File: src/rtl/ppm_pkg.sv
// ---------------------------------------------------------------------------
// ppm_pkg
// Shared types and constants for the PPM frame controller.
//   state_e  : frame controller states (idle, receiving, one-cycle done)
//   ERR_*    : err_code values reported on the err_code output
// ---------------------------------------------------------------------------
package ppm_pkg;

   typedef enum logic [1:0] {
      ST_IDLE = 2'd0,
      ST_RECV = 2'd1,
      ST_DONE = 2'd2
   } state_e;

   localparam logic [1:0] ERR_NONE   = 2'b00;
   localparam logic [1:0] ERR_RESYNC = 2'b01;
   localparam logic [1:0] ERR_OVFL   = 2'b10;
   localparam logic [1:0] ERR_TMO    = 2'b11;

endpackage : ppm_pkg

File: src/rtl/ppm_timeout_cnt.sv
// ---------------------------------------------------------------------------
// ppm_timeout_cnt
// Inactivity timer. Counts ticks since the last clear and raises a
// combinational expiry pulse on the TIMEOUT-th consecutive tick.
// Ports:
//   clk16     in  clock (posedge)
//   rst_n     in  asynchronous active-low reset
//   clear_i   in  restart the count from zero (wins over tick_i)
//   tick_i    in  one idle cycle elapsed
//   expired_o out high in the cycle whose tick completes TIMEOUT idle cycles
// ---------------------------------------------------------------------------
module ppm_timeout_cnt
   import ppm_pkg::*;
#(
   parameter int TIMEOUT = 4096
) (
   input  logic clk16,
   input  logic rst_n,
   input  logic clear_i,
   input  logic tick_i,
   output logic expired_o
);

   localparam int CNT_W = (TIMEOUT > 2) ? $clog2(TIMEOUT) : 1;
   localparam logic [CNT_W-1:0] LAST = CNT_W'(TIMEOUT - 1);

   logic [CNT_W-1:0] cnt_q;
   logic [CNT_W-1:0] cnt_d;

   // The counter holds TIMEOUT-1 after TIMEOUT-1 idle ticks, so the next
   // tick is the TIMEOUT-th one and fires the expiry.
   assign expired_o = tick_i && !clear_i && (cnt_q == LAST);

   always_comb begin
      cnt_d = cnt_q;
      if (clear_i || expired_o) begin
         cnt_d = '0;
      end else if (tick_i) begin
         cnt_d = cnt_q + 1'b1;
      end
   end

   always_ff @(posedge clk16 or negedge rst_n) begin
      if (!rst_n) begin
         cnt_q <= '0;
      end else begin
         cnt_q <= cnt_d;
      end
   end

endmodule : ppm_timeout_cnt

File: src/rtl/ppm_frame_ctrl.sv
// ---------------------------------------------------------------------------
// ppm_frame_ctrl
// Frame controller behind the PPM symbol decoder. Passes decoded bytes to
// the downstream sink only between SOF and EOF, counts bytes per frame,
// flags overflow, inactivity timeout and unexpected SOF (resync), and
// reports frame completion.
// Ports:
//   clk16        in  16x oversample clock
//   rst_n        in  asynchronous active-low reset
//   sof_rcv_in   in  start-of-frame pulse
//   eof_rcv_in   in  end-of-frame pulse
//   onebyte_in   in  dout_data holds a complete byte
//   dout_data    in  decoded byte
//   Dout         out last accepted byte (held)
//   dout_valid   out Dout updated this cycle
//   frame_active out receiving a frame
//   byte_cnt     out bytes accepted in current frame
//   frame_done   out pulse at good EOF, frame_len valid
//   frame_len    out byte count of last completed frame (held)
//   frame_err    out pulse on any error
//   err_code     out last error cause, cleared by SOF from idle
// ---------------------------------------------------------------------------
module ppm_frame_ctrl
   import ppm_pkg::*;
#(
   parameter  int DATA_W  = 8,
   parameter  int MAX_LEN = 255,
   parameter  int TIMEOUT = 4096,
   localparam int LEN_W   = $clog2(MAX_LEN + 1)
) (
   input  logic              clk16,
   input  logic              rst_n,
   input  logic              sof_rcv_in,
   input  logic              eof_rcv_in,
   input  logic              onebyte_in,
   input  logic [DATA_W-1:0] dout_data,
   output logic [DATA_W-1:0] Dout,
   output logic              dout_valid,
   output logic              frame_active,
   output logic [LEN_W-1:0]  byte_cnt,
   output logic              frame_done,
   output logic [LEN_W-1:0]  frame_len,
   output logic              frame_err,
   output logic [1:0]        err_code
);

   localparam logic [LEN_W-1:0] MAX_CNT = LEN_W'(MAX_LEN);

   state_e            state_q,  state_d;
   logic [DATA_W-1:0] dout_q,   dout_d;
   logic              valid_q,  valid_d;
   logic [LEN_W-1:0]  cnt_q,    cnt_d;
   logic              done_q,   done_d;
   logic [LEN_W-1:0]  len_q,    len_d;
   logic              err_q,    err_d;
   logic [1:0]        code_q,   code_d;

   logic tmr_clear;
   logic tmr_tick;
   logic tmr_expired;
   logic at_max;

   assign at_max = (cnt_q == MAX_CNT);

   ppm_timeout_cnt #(
      .TIMEOUT (TIMEOUT)
   ) u_timeout (
      .clk16     (clk16),
      .rst_n     (rst_n),
      .clear_i   (tmr_clear),
      .tick_i    (tmr_tick),
      .expired_o (tmr_expired)
   );

   always_comb begin
      state_d   = state_q;
      dout_d    = dout_q;
      valid_d   = 1'b0;
      cnt_d     = cnt_q;
      done_d    = 1'b0;
      len_d     = len_q;
      err_d     = 1'b0;
      code_d    = code_q;
      tmr_clear = 1'b1;
      tmr_tick  = 1'b0;

      unique case (state_q)
         ST_IDLE: begin
            // Bytes and EOF outside a frame are dropped; SOF wins over EOF.
            if (sof_rcv_in) begin
               state_d = ST_RECV;
               cnt_d   = '0;
               code_d  = ERR_NONE;
            end
         end

         ST_RECV: begin
            // Any activity restarts the inactivity timer.
            tmr_clear = onebyte_in || eof_rcv_in || sof_rcv_in;
            tmr_tick  = !tmr_clear;

            if (eof_rcv_in) begin
               // A same-cycle byte is taken before closing, unless it
               // would overflow, in which case EOF still wins silently.
               if (onebyte_in && !at_max) begin
                  dout_d  = dout_data;
                  valid_d = 1'b1;
                  cnt_d   = cnt_q + 1'b1;
               end
               len_d   = cnt_d;
               done_d  = 1'b1;
               state_d = ST_DONE;
            end else if (onebyte_in && at_max) begin
               err_d   = 1'b1;
               code_d  = ERR_OVFL;
               state_d = ST_IDLE;
            end else if (sof_rcv_in) begin
               // Restart the frame in place; the same-cycle byte is lost.
               err_d  = 1'b1;
               code_d = ERR_RESYNC;
               cnt_d  = '0;
            end else if (onebyte_in) begin
               dout_d  = dout_data;
               valid_d = 1'b1;
               cnt_d   = cnt_q + 1'b1;
            end else if (tmr_expired) begin
               err_d   = 1'b1;
               code_d  = ERR_TMO;
               state_d = ST_IDLE;
            end
         end

         ST_DONE: begin
            if (sof_rcv_in) begin
               state_d = ST_RECV;
               cnt_d   = '0;
            end else begin
               state_d = ST_IDLE;
            end
         end

         default: state_d = ST_IDLE;
      endcase
   end

   always_ff @(posedge clk16 or negedge rst_n) begin
      if (!rst_n) begin
         state_q <= ST_IDLE;
         dout_q  <= '0;
         valid_q <= 1'b0;
         cnt_q   <= '0;
         done_q  <= 1'b0;
         len_q   <= '0;
         err_q   <= 1'b0;
         code_q  <= ERR_NONE;
      end else begin
         state_q <= state_d;
         dout_q  <= dout_d;
         valid_q <= valid_d;
         cnt_q   <= cnt_d;
         done_q  <= done_d;
         len_q   <= len_d;
         err_q   <= err_d;
         code_q  <= code_d;
      end
   end

   assign Dout         = dout_q;
   assign dout_valid   = valid_q;
   assign frame_active = (state_q == ST_RECV);
   assign byte_cnt     = cnt_q;
   assign frame_done   = done_q;
   assign frame_len    = len_q;
   assign frame_err    = err_q;
   assign err_code     = code_q;

endmodule : ppm_frame_ctrl

File: config.mk
export PLATFORM = sky130hd
export DESIGN_NAME = ppm_frame_ctrl
export DESIGN_NICKNAME = d
export VERILOG_FILES = /design/src/rtl/ppm_pkg.sv /design/src/rtl/ppm_timeout_cnt.sv /design/src/rtl/ppm_frame_ctrl.sv
export SDC_FILE = /design/constraint.sdc
export NUM_CORES = 1
export LEC_CHECK = 0
export BUFFER_PORTS_ARGS = -buffer_cell sky130_fd_sc_hd__buf_2
export CAP_MARGIN = 25
export CORE_ASPECT_RATIO = 1.2
export CORE_UTILIZATION = 35
export DETAILED_ROUTE_END_ITERATION = 10
export GPL_TIMING_DRIVEN = 1
export PLACE_DENSITY_LB_ADDON = 0.15
export RECOVER_POWER = 50
export SYNTH_ARGS = -nofsm -noshare
export SYNTH_HDL_FRONTEND = slang
export SYNTH_HIERARCHICAL = 1
export SYNTH_SLANG_ARGS = --single-unit
File: constraint.sdc
create_clock -name clk16 -period 4.56 [get_ports clk16]
set_input_delay 0.456 -clock clk16 [delete_from_list [all_inputs] [get_ports clk16]]
set_output_delay 0.456 -clock clk16 [all_outputs]
set_load 0.005 [all_outputs]
; ---- Word level (Yosys, flattened, before mapping)
; Index checks and enable logic that the tools add are counted.
[totals]
regBits = 43
latchBits = 0
mem_bits_rw = 0
rom_bits = 0
input_bits = 13
out_inout_bits = 30
wordCells = 94
memories = 0
[classes]
addsub = 2
n_mul = 0
div_mod_pow = 0
order_cmp = 0
n_eq_ne = 17
shift = 0
n_mux = 45
n_bitwise = 0
n_reduce_logical = 21
[ops]
columns = op, n
row1 = 8-bit two-way mux, 11
row2 = 12-bit two-way mux, 2
row3 = 2-bit two-way mux, 12
row4 = 1-bit two-way mux, 17
row5 = 8-bit one-hot mux with 2 select lines, 1
row6 = "12-bit by 1-bit adder with 12-bit output, second input constant", 1
row7 = "12-bit equality test, second input constant", 1
row8 = "4-bit by 3-bit != test with 1-bit output, second input constant", 3
row9 = 5-bit AND reduction, 2
row10 = "8-bit by 1-bit adder with 8-bit output, second input constant", 1
row11 = "8-bit equality test, second input constant", 1
row12 = "4-bit by 2-bit != test with 1-bit output, second input constant", 2
row13 = 4-bit AND reduction, 2
row14 = 2-bit nonzero test, 4
row15 = "2-bit by 1-bit != test with 1-bit output, second input constant", 3
row16 = "2-bit != test, second input constant", 3
row17 = 2-bit one-hot mux with 3 select lines, 1
row18 = 1-bit logical AND, 4
row19 = "4-bit != test, second input constant", 1
row20 = 2-bit one-hot mux with 2 select lines, 1
row21 = 1-bit zero test, 3
row22 = 1-bit logical OR, 3
row23 = "3-bit != test, second input constant", 1
row24 = "2-bit by 1-bit equality test with 1-bit output, second input constant", 1
row25 = other kinds (4), 4

; ---- Longest topological paths before layout
; Gate-level depths: netlist of the first run.
[logic_depth]
word_depth = 12
mapped_depth = 14
mapped_depth_nobuf = 14

; ---- By module
; The synthesis of the first run kept the hierarchy.
[modules_own_cells]
columns = module, n_inst, cells_per_inst, area_per_inst_um2, seq_area_each_um2
row1 = ppm_frame_ctrl, 1, 169, 1609.0, 775.7
row2 = ppm_timeout_cnt, 1, 56, 596.8, 300.3

; ---- Worst setup path before layout of the first run
; Ideal clock, no wire load.
[synth_timing]
path_kind = register -> register
from = register state_q[1]
to = register code_q[0], in the netlist err_code[0]
arrival_time_ns = 2.361
required_time_ns = 4.432
path_slack_ns = 2.071
path_stages_with_launch = 15
n_path_buf = 0
synth_period_minus_slack_ns = 2.489
cell_sequence = dfrtp_1 inv_1 nand2_1 inv_1 nand2b_1 or3_1 inv_1 and3_4 and3_4 nand3_1 nor2_1 a21oi_1 a221o_1 nand2_1 o31ai_1
[synth_between]
elab_chain_len = 7
[synth_lines]
columns = element, line_no
row1 = start: declaration, ppm_frame_ctrl.sv:49  ; state_e state_q, state_d;
row2 = start signal: assignment, ppm_frame_ctrl.sv:157  ; state_q <= state_d;
row3 = 2-bit by 1-bit equality test with 1-bit output, n/a
row4 = named net frame_active, ppm_frame_ctrl.sv:39  ; output logic frame_active,
row5 = 1-bit two-way mux, ppm_frame_ctrl.sv:87  ; unique case (state_q)
row6 = named net tmr_clear, ppm_frame_ctrl.sv:58  ; logic tmr_clear;
row7 = 1-bit zero test, ppm_timeout_cnt.sv:32  ; assign expired_o = tick_i && !clear_i && (cnt_q == LAST);
row8 = 1-bit logical AND (2 in series), ppm_timeout_cnt.sv:32
row9 = named net tmr_expired, ppm_frame_ctrl.sv:60  ; logic tmr_expired;
row10 = 4-bit by 2-bit != test with 1-bit output (no source line), n/a
row11 = 5-bit AND reduction (no source line), n/a
row12 = end signal: assignment, ppm_frame_ctrl.sv:164  ; code_q <= code_d;
row13 = end: declaration, ppm_frame_ctrl.sv:56  ; logic [1:0] code_q, code_d;
; The timed path passes the listed nets, and every way through them passes these cells.
; A chain may end at the register's enable or synchronous reset.

; ---- Final worst setup path of the first run
[layout_timing]
from = register state_q[0]
to = register code_q[0], in the netlist err_code[0]
[layout_between]
elab_chain_len = 7
[layout_lines]
columns = element, line_no
row1 = 2-bit by 1-bit equality test with 1-bit output, ppm_frame_ctrl.sv:87
row2 = 1-bit two-way mux, ppm_frame_ctrl.sv:87
row3 = named net tmr_clear, ppm_frame_ctrl.sv:58
row4 = 1-bit zero test, ppm_timeout_cnt.sv:32
row5 = 1-bit logical AND (2 in series), ppm_timeout_cnt.sv:32
row6 = named net tmr_expired, ppm_frame_ctrl.sv:60
row7 = 4-bit by 2-bit != test with 1-bit output (no source line), n/a
row8 = 5-bit AND reduction (no source line), n/a
; The timed path passes the listed nets, and every way through them passes these cells.

==> flow_summary.json, run 1 <==
{
  "outcome": "finished clean",
  "async_flop_share_pct": 100,
  "synth_mux_area_share_pct": 5.50,
  "crit_slowest_cell": "dfrtp_1",
  "synth_compound_area_share_pct": 14.9,
  "drt_wl_total_mm": 4.92,
  "portBuffers": 42,
  "comb_power_share_pct": 17.1,
  "multi_input_area_mm2": 0.00102,
  "rr_startpoint": "state_q[0]$_DFFE_PN0P_",
  "synth_ff_type": "dfrtp_1",
  "io_pins": 43,
  "num-fill-cells": 640,
  "die_area_mm2": 0.00663,
  "yosysTopAreaCell": "dfrtp_1",
  "placed_area_mm2": 0.00245,
  "max_freq_mhz": 344,
  "final_cell_mix": "dfrtp_1, buf_2, nand2_1",
  "cts.sinks": 43,
  "rr_worst_depth": 13,
  "reg2reg_to": "err_code[0]$_DFFE_PN0P_",
  "rsz0062_at_grt": "false",
  "yosysTopAreaCellShare_pct": 48.8,
  "yosys_warnings": 6,
  "firstDrtPassIters": 4,
  "critPathRequiredTime_ns": 4.74,
  "layout_commonest_cell": "dfrtp_1",
  "cts_setup_buffers": 0,
  "dp_slack_ns": 1.71,
  "cts-htree-levels": 2,
  "syn_area_mm2": 0.00221,
  "clk_path_buf_depth": 2,
  "fin_crit_sh_pct": 63.7,
  "cp_max_fo": 12,
  "grt_pass1_vias": 1694,
  "cts_tree": "built",
  "sw_frac_of_total_pct": 28.5,
  "synthCells": 225,
  "synth.distinct_cells": 49,
  "skew_ns": 0.00711,
  "worstHoldPathType": "in2async",
  "drtIter0Drc": 60,
  "ys_ff_latch": 43,
  "die_y_um": 89.0,
  "register_area_mm2": 0.00108,
  "switchingPower_uw": 245,
  "powerDensity_mw_per_mm2": 337,
  "dp_hpwl_mm": 3.50,
  "grt_pass1_wl_mm": 8.30,
  "fp.dieW_um": 74.5,
  "wl_per_cell_um": 14.1,
  "critPathMaxStageDelay_ns": 0.55,
  "vias": 1778,
  "via_per_inst": 5.11,
  "power_leakage_uw": 0.00117,
  "setup_viol": 0,
  "antenna_cells": 0,
  "drc": 0,
  "grt_usage_pct": 16.8,
  "p_int_uw": 614,
  "synth-xor-area-share_pct": 5.56,
  "maxCapViolCount": 0,
  "rrSetupSlack_ns": 1.65,
  "finalHoldViolCount": 0,
  "worstSetupStartpointType": "register",
  "synth_top_family_by_area": "simple AND/OR/NAND/NOR gates",
  "cp.arrival_ns": 3.09,
  "utilization_pct": 42.1,
  "synth_nets": 240,
  "clockRootBuffer": "clkbuf_8",
  "cts_hold_buffers": 0,
  "overflow": 0,
  "cts-resized-gates": 0,
  "grt_max_degree": 44,
  "p_seq_share_pct": 52.1,
  "ys_top_cells_by_area": "dfrtp_1, nand2_1, nor2_1, mux2_1, xor2_1",
  "cts_buffers": 5,
  "area_growth_pct": 15.6,
  "clk_latency_ns": 0.30,
  "synthSimpleGateAreaFrac_pct": 18.9,
  "drive_gt1_share_pct": 21.8,
  "seq_area_frac_synth_pct": 48.8,
  "routabilityCongestion": 0.874,
  "ant_nets": 0,
  "critPathKind": "reg2reg",
  "slew_violations": 0,
  "clkTransAtPathRegs_ns": 0.08,
  "nNetsFinal": 280,
  "worst_pin_slew_ns": 1.45,
  "design_area_mm2": 0.00255,
  "crit_path_end_kind": "register",
  "period_minus_slack_ns": 2.91,
  "num_rows": 31,
  "antenna_found_initial": 0,
  "syn_avg_cell_area_um2": 9.80,
  "initial_core_util_pct": 36.5,
  "synth_edf_count": 0,
  "peakVddDrop_uv": 128,
  "max_slew_margin_pct": 3.03,
  "path_cells": "nand2_1 -> inv_1 -> nand2b_1 -> or3_1 -> inv_1 -> and3_4 -> and3_4 -> nand3_1 -> nor2_1 -> a21oi_1 -> a221o_1 -> nand2_1 -> o31ai_1",
  "core_area_mm2": 0.00605,
  "finalSetupTns_ns": 0,
  "fin_ws_ns": 1.65,
  "pwr-share-clk_pct": 30.7,
  "synth-adder-area-share_pct": 1.13
}
worst max-delay path: cells and delay by family (launching register included):
kind | cells | cell delay (ns)
AND/OR/NAND/NOR | 8 | 1.39
flip-flops | 1 | 0.55
AO/OA/AOI/OAI | 3 | 0.52
buffers and inverters | 2 | 0.30
flip-flops by register name (all words and copies together) (netlist names):
name and count:
dout_valid 1, frame_done 1, byte_cnt 8, u_timeout/cnt_q 12, Dout 8, frame_err 1, state_q 2, frame_len 8
err_code 2
power groups by stage:
stage / Sequential [uW] / Clock, uW / Combinational, uW
after CTS: 448 / 278 / 151
after global routing: 456 / 291 / 165
final: 448 / 264 / 147
after global placement: 456 / 0 / 149
after floorplan: 457 / 0 / 78.1
after detailed placement: 455 / 0 / 151
Yosys cell counts, types with 2 or more instances:
cell type	count
o2bb2ai_1	2
a32oi_1	2
mux2_2	2
a31oi_1	3
and3_1	2
xor2_1	9
buf_6	3
clkbuf_1	3
o21ai_2	2
mux2_1	7
o31ai_1	3
nor2_1	23
nand2_1	26
inv_1	11
nand4_1	6
nand2b_1	3
nor3_1	2
buf_2	4
nand3_1	9
o21ai_0	13
mux2i_1	2
a21o_1	2
dfrtp_1	43
and3_4	2
ha_1	2
xnor2_1	5
a21oi_1	12
stage by stage:
stage / hold slack [ns] / cells / total power (uW)
floorplan: 0.160 / 225 / 535
global placement: 0.456 / 339 / 605
detailed placement: 0.466 / 339 / 606
CTS: 0.347 / 347 / 877
global route: 0.332 / 348 / 912
finish: 0.243 / 348 / 860
cell type report:
| cell class | count | share of cell area [%] |
|---|---|---|
| sequential | 43 | 42.2 |
| multi-input combinational | 160 | 39.8 |
| timing repair buffer | 44 | 8.44 |
| tap | 82 | 4.02 |
| clock buffer | 6 | 3.24 |
| inverter | 11 | 1.62 |
| clock inverter | 2 | 0.638 |
worst max-delay path by stage:
stage	start	end	slack [ns]	depth (start not counted)
4_1_cts	state_q[0]$_DFFE_PN0P_	err_code[0]$_DFFE_PN0P_	1.70	13
5_1_grt	state_q[0]$_DFFE_PN0P_	err_code[0]$_DFFE_PN0P_	1.44	13
3_3_place_gp	eof_rcv_in	err_code[0]$_DFFE_PN0P_	1.77	12
3_5_place_dp	state_q[0]$_DFFE_PN0P_	err_code[0]$_DFFE_PN0P_	1.71	13
6_report	state_q[0]$_DFFE_PN0P_	err_code[0]$_DFFE_PN0P_	1.65	13
2_1_floorplan	state_q[1]$_DFFE_PN0P_	err_code[0]$_DFFE_PN0P_	2.07	14
logic make-up after synthesis:
group | Yosys count
AO/OA/AOI/OAI | 50
XOR/XNOR | 14
adder cells (fa/ha/maj) | 2
buffers and inverters | 22
flip-flops | 43
multiplexers | 11
AND/OR/NAND/NOR | 83
per-layer routing:
layer | up-vias | part of all wire [%] | GRT usage, %
met5 | - | 0 | 0
met4 | 0 | 2.0 | 7.55
met3 | 8 | 3.1 | 3.83
met2 | 30 | 49 | 27.3
met1 | 869 | 46 | 21.2
li1 | 871 | - | -
No activity file was read; power rests on OpenSTA's default activity.
==> run 2, diff against run 1 <==
- ABC_AREA: default -> 1
- clock period: 4.56 -> 2.5 ns (I/O delays scaled with it)
==> flow_summary.json, run 2 <==
{
  "cts.sinks": 43,
  "rr_worst_depth": 13,
  "syn_area_mm2": 0.00239,
  "utilization_pct": 42.8,
  "cp.arrival_ns": 2.17,
  "peakVddDrop_uv": 530,
  "setup_viol": 0,
  "max_freq_mhz": 506,
  "critPathRequiredTime_ns": 2.70,
  "seq_area_frac_synth_pct": 44.9,
  "cts_tree": "built",
  "routabilityCongestion": 0.801,
  "rsz0062_at_grt": "false",
  "maxCapViolCount": 0,
  "fin_crit_sh_pct": 79.0,
  "drc": 0,
  "portBuffers": 42,
  "via_per_inst": 4.62,
  "critPathKind": "reg2reg",
  "cts-resized-gates": 0,
  "async_flop_share_pct": 100,
  "worst_pin_slew_ns": 0.776,
  "slew_violations": 0,
  "yosysMostFrequentCell": "nand2_1",
  "worstHoldPathType": "in2reg",
  "place_inst": 443,
  "top_register": "u_timeout/cnt_q",
  "initial_core_util_pct": 36.7,
  "p_seq_share_pct": 44.2,
  "multi_input_area_mm2": 0.00117,
  "drive_gt1_share_pct": 20.7,
  "synth_ff_type": "dfrtp_1",
  "synth_edf_count": 0,
  "area_growth_pct": 16.6,
  "yosys_warnings": 6,
  "netlist_top_cells_count": "nand2_1, dfrtp_1, nand3_1",
  "cts-htree-levels": 2,
  "finalSetupTns_ns": 0,
  "antenna_found_initial": 0,
  "die_area_mm2": 0.00718,
  "holdPathStages": 3,
  "period_minus_slack_ns": 1.98,
  "fp.dieW_um": 77.5,
  "cts_buffers": 5,
  "synthCells": 319,
  "critPathMaxStageDelay_ns": 0.41,
  "largest_register_ffs": 12,
  "clockRootBuffer": "clkbuf_8",
  "skew_ns": 0.0114,
  "pwr-share-clk_pct": 19.7,
  "total_power_uw": 2330,
  "clk_path_buf_depth": 2,
  "comb_power_share_pct": 36.1,
  "powerDensity_mw_per_mm2": 835,
  "dp_hpwl_mm": 4.01,
  "worstSetupStartpointType": "register",
  "die_y_um": 92.6,
  "clkTransAtPathRegs_ns": 0.09,
  "wl_per_cell_um": 11.9,
  "overflow": 0,
  "nNetsFinal": 382,
  "fin_cells": 453,
  "antenna_cells": 0,
  "power_leakage_uw": 0.00145,
  "drt_wl_total_mm": 5.38,
  "synth_nets": 334,
  "rrSetupSlack_ns": 0.52,
  "vias": 2094,
  "grt_pass1_wl_mm": 9.07,
  "num-fill-cells": 717,
  "layout_commonest_cell": "nand2_1",
  "yosysTopAreaCell": "dfrtp_1",
  "grt_usage_pct": 16.2,
  "crit_slowest_cell": "dfrtp_1",
  "grt_pass1_vias": 1931,
  "placed_area_mm2": 0.00269,
  "ant_nets": 0,
  "ys_ff_latch": 43,
  "ys_top_cells_by_area": "dfrtp_1, nand2_1, nand3_1, nor2_1, inv_1",
  "core_area_mm2": 0.00653,
  "register_area_mm2": 0.00108,
  "firstDrtPassIters": 4,
  "path_cells": "inv_2 -> nor2_8 -> nand2_1 -> inv_1 -> nand2_1 -> inv_1 -> nand3_1 -> nor3_1 -> a21oi_1 -> nand3_1 -> nand3_1 -> nand2_1 -> o21ai_1",
  "clk_latency_ns": 0.30,
  "cp_max_fo": 7,
  "yosysTopAreaCellShare_pct": 44.9,
  "switchingPower_uw": 912,
  "finalHoldViolCount": 0,
  "max_slew_margin_pct": 48.2,
  "p_int_uw": 1420,
  "crit_path_end_kind": "register",
  "io_pins": 43,
  "syn_avg_cell_area_um2": 7.51,
  "final_cell_mix": "nand2_1, dfrtp_1, buf_2",
  "outcome": "finished clean",
  "num_rows": 32,
  "grt_max_degree": 44,
  "synth.distinct_cells": 30,
  "drtIter0Drc": 97,
  "design_area_mm2": 0.00279,
  "sw_frac_of_total_pct": 39.1
}
run 2: changes by cell type after synthesis, moves of 4 or more:
cell / delta
inv_1: +12
nand4_1: -5
nand2_1: +107
inv_2: +5
nor2_4: +4
xor2_1: -4
mux2_1: -7
o21ai_0: -7
nand3_1: +24
a21oi_1: -6
run 2: path summary, 6_finish.rpt:
kind                                     startpoint                              to
setup / recovery             state_q[0]$_DFFE_PN0P_         err_code[0]$_DFFE_PN0P_
hold / removal                         dout_data[2]             Dout[2]$_DFFE_PN0P_
setup reg to reg             state_q[0]$_DFFE_PN0P_         err_code[0]$_DFFE_PN0P_
hold reg to reg            frame_len[4]$_DFFE_PN0P_        frame_len[4]$_DFFE_PN0P_
max in group asynchronous                     rst_n            frame_done$_DFF_PN0_
min in group asynchronous                     rst_n  u_timeout/cnt_q[6]$_DFFE_PN0P_
run 2: power groups by stage:
stage	combinational [uW]	clock (uW)	sequential [uW]
finish	841	459	1030
global route	966	509	1060
CTS	856	486	1030
detailed placement	854	0	1040
global placement	847	0	1050
floorplan	520	0	1040
run 2: area by class of cell:
type	count	area share [%]
sequential	43	38.5
clock buffer	5	2.46
tap	85	3.81
inverter	30	4.21
clock inverter	3	0.851
timing repair buffer	45	8.24
multi-input combinational	242	41.9
run 2: kinds of logic after synthesis:
family                     count (synthesis)  share of synthesized area, %
and+or+nand+nor                          213                          39.7
DFF                                       43                          44.9
buffers and inverters                     34                          6.22
AOI/OAI and AO/OA                         20                          5.54
xor gates and xnor gates                   7                          2.56
adders and majority gates                  2                          1.04
run 2: metal layers:
layer / vias up / GRT usage [%] / wire length [um]
li1: 1096 / - / -
met1: 960 / 21.0 / 2550
met2: 32 / 26.4 / 2590
met3: 6 / 3.15 / 171
met4: 0 / 6.13 / 75
met5: - / 0 / 0
run 2: stage by stage:
step	hold WS, ns	setup WS [ns]
global placement	0.441	0.378
detailed placement	0.446	0.259
global route	0.127	0.239
CTS	0.120	0.494
finish	0.133	0.524
floorplan	-0.0456	0.462
run 2: worst max-delay path, delay by kind of cell (launching register included):
family                 cells  cell delay (ns)
AND/OR/NAND/NOR            8             0.98
flip-flops                 1             0.41
buffers and inverters      3             0.29
AO/OA/AOI/OAI              2             0.19
run 2: timing repair:
action / CTS / global route
setup buffers: 0 / 0
endpoints found under the setup margin: 0 / 0
hold buffers: 0 / 1
endpoints found under the hold margin: 0 / 12
==> run 3, diff against run 2 <==
- clock period: 2.5 -> 1.8 ns (I/O delays scaled with it)
==> flow_summary.json, run 3 (synthesis results as in run 2) <==
{
  "drt_wl_total_mm": 5.92,
  "grt_pass1_wl_mm": 9.81,
  "grt_max_degree": 24,
  "die_y_um": 92.6,
  "worstHoldPathType": "in2reg",
  "initial_core_util_pct": 36.7,
  "period_minus_slack_ns": 1.76,
  "powerDensity_mw_per_mm2": 1220,
  "placed_area_mm2": 0.00284,
  "max_slew_margin_pct": 19.0,
  "largest_register_ffs": 12,
  "clk_latency_ns": 0.30,
  "antenna_found_initial": 0,
  "nNetsFinal": 400,
  "slew_violations": 0,
  "wl_per_cell_um": 12.6,
  "fin_ws_ns": 0.0367,
  "num_rows": 32,
  "crit_path_end_kind": "register",
  "rsz0062_at_grt": "true",
  "clockRootBuffer": "clkbuf_8",
  "drtIter0Drc": 113,
  "vias": 2246,
  "area_growth_pct": 27.5,
  "clkTransAtPathRegs_ns": 0.09,
  "drc": 0,
  "routabilityCongestion": 0.815,
  "finalHoldViolCount": 0,
  "cp_max_fo": 5,
  "hold_slack_ns": 0.0681,
  "final_cell_mix": "nand2_1, dfrtp_1, buf_2",
  "core_area_mm2": 0.00653,
  "cts_buffers": 5,
  "dp_slack_ns": 0.0379,
  "cts.sinks": 43,
  "grt_usage_pct": 17.5,
  "setup_viol": 0,
  "top_register": "u_timeout/cnt_q",
  "outcome": "finished clean",
  "critPathRequiredTime_ns": 1.98,
  "worst_pin_slew_ns": 1.22,
  "overflow": 0,
  "critPathKind": "reg2reg",
  "worstSetupStartpointType": "register",
  "die_area_mm2": 0.00718,
  "peakVddDrop_uv": 502,
  "drive_gt1_share_pct": 26.9,
  "total_power_uw": 3730,
  "io_pins": 43,
  "skew_ns": 0.00896,
  "portBuffers": 42,
  "cts-htree-levels": 2,
  "cts_tree": "built",
  "design_area_mm2": 0.00305,
  "maxCapViolCount": 0,
  "grt_pass1_vias": 2155,
  "via_per_inst": 4.77,
  "antenna_cells": 0,
  "clk_path_buf_depth": 2,
  "finalSetupTns_ns": 0,
  "max_freq_mhz": 567,
  "dp_hpwl_mm": 4.34,
  "fin_crit_sh_pct": 98.0,
  "fp.dieW_um": 77.5,
  "layout_commonest_cell": "nand2_1",
  "firstDrtPassIters": 4,
  "ant_nets": 0,
  "power_leakage_uw": 0.00161,
  "cp.arrival_ns": 1.95
}
==> run 3: cell types whose count changed in the layout (fill, tap and decap cells not counted), moves of 2 or more <==
cell | before | now
bufinv_16 | 0 | 2
nand3_2 | 1 | 3
buf_4 | 1 | 17
inv_2 | 5 | 7
nand3_1 | 33 | 31
clkinvlp_4 | 2 | 0
nand2_1 | 133 | 130
nand2_2 | 3 | 5
buf_12 | 0 | 3
inv_1 | 23 | 21
==> run 3: metrics by stage <==
| stage | utilization (%) | cells |
|---|---|---|
| 2_1_floorplan | - | 319 |
| 3_3_place_gp | 43.5 | 456 |
| 3_5_place_dp | 43.5 | 456 |
| 4_1_cts | 45.7 | 465 |
| 5_1_grt | 46.8 | 471 |
| 6_report | 46.8 | 471 |
==> run 3: path summary, 6_finish.rpt <==
| path | endpoint | cells past startpoint | from | slack [ns] |
|---|---|---|---|---|
| worst max-delay path | err_code[0]$_DFFE_PN0P_ | 13 | state_q[0]$_DFFE_PN0P_ | 0.04 |
| worst min-delay path | Dout[4]$_DFFE_PN0P_ | 3 | dout_data[4] | 0.07 |
| worst max register to register | err_code[0]$_DFFE_PN0P_ | 13 | state_q[0]$_DFFE_PN0P_ | 0.04 |
| worst min register to register | frame_len[7]$_DFFE_PN0P_ | 2 | frame_len[7]$_DFFE_PN0P_ | 0.48 |
| max in group asynchronous | frame_err$_DFF_PN0_ | 2 | rst_n | 0.42 |
| min in group asynchronous | frame_len[5]$_DFFE_PN0P_ | 2 | rst_n | 0.65 |
==> run 3: per-layer routing <==
metal | track usage [%] | up-vias | routed length, um
met2 | 31.7 | 67 | 3010
met1 | 20.2 | 1036 | 2560
met4 | 6.13 | 0 | 80
li1 | - | 1133 | -
met3 | 3.45 | 10 | 265
met5 | 0 | - | 0
==> run 3: cell type report <==
type,count,area (um2)
Timing Repair Buffer,63,407
Clock buffer,6,72.6
Fill cell,666,3470
Sequential cell,43,1080
Inverter,30,118
Multi-Input combinational cell,242,1210
Tap cell,85,106
Clock inverter,2,60.1
==> run 3: what timing repair did <==
item,CTS,global route
gates resized for setup,0,8
hold buffers,1,0
endpoints found under the setup margin,0,5
buffers inserted,0,6
endpoints found under the hold margin,20,0
==> run 3: critical path, stage by stage (launching register included) <==
cell,delay [ns]
dfrtp_1,0.40
inv_2,0.08
nor2_8,0.17
nand2_4,0.08
inv_2,0.07
nand2_2,0.06
inv_2,0.06
nand3_2,0.07
nor3_4,0.24
a21oi_2,0.09
nand3_1,0.10
nand3_2,0.09
nand2_1,0.08
o21ai_1,0.06
==> run 3: report_power, final <==
| part | leakage (uW) | internal (uW) | switching [uW] |
|---|---|---|---|
| Combinational | 0.000969 | 634 | 805 |
| Sequential | 0.000573 | 1220 | 172 |
| Clock | 0.0000654 | 555 | 342 |
| Total | 0.00161 | 2410 | 1320 |
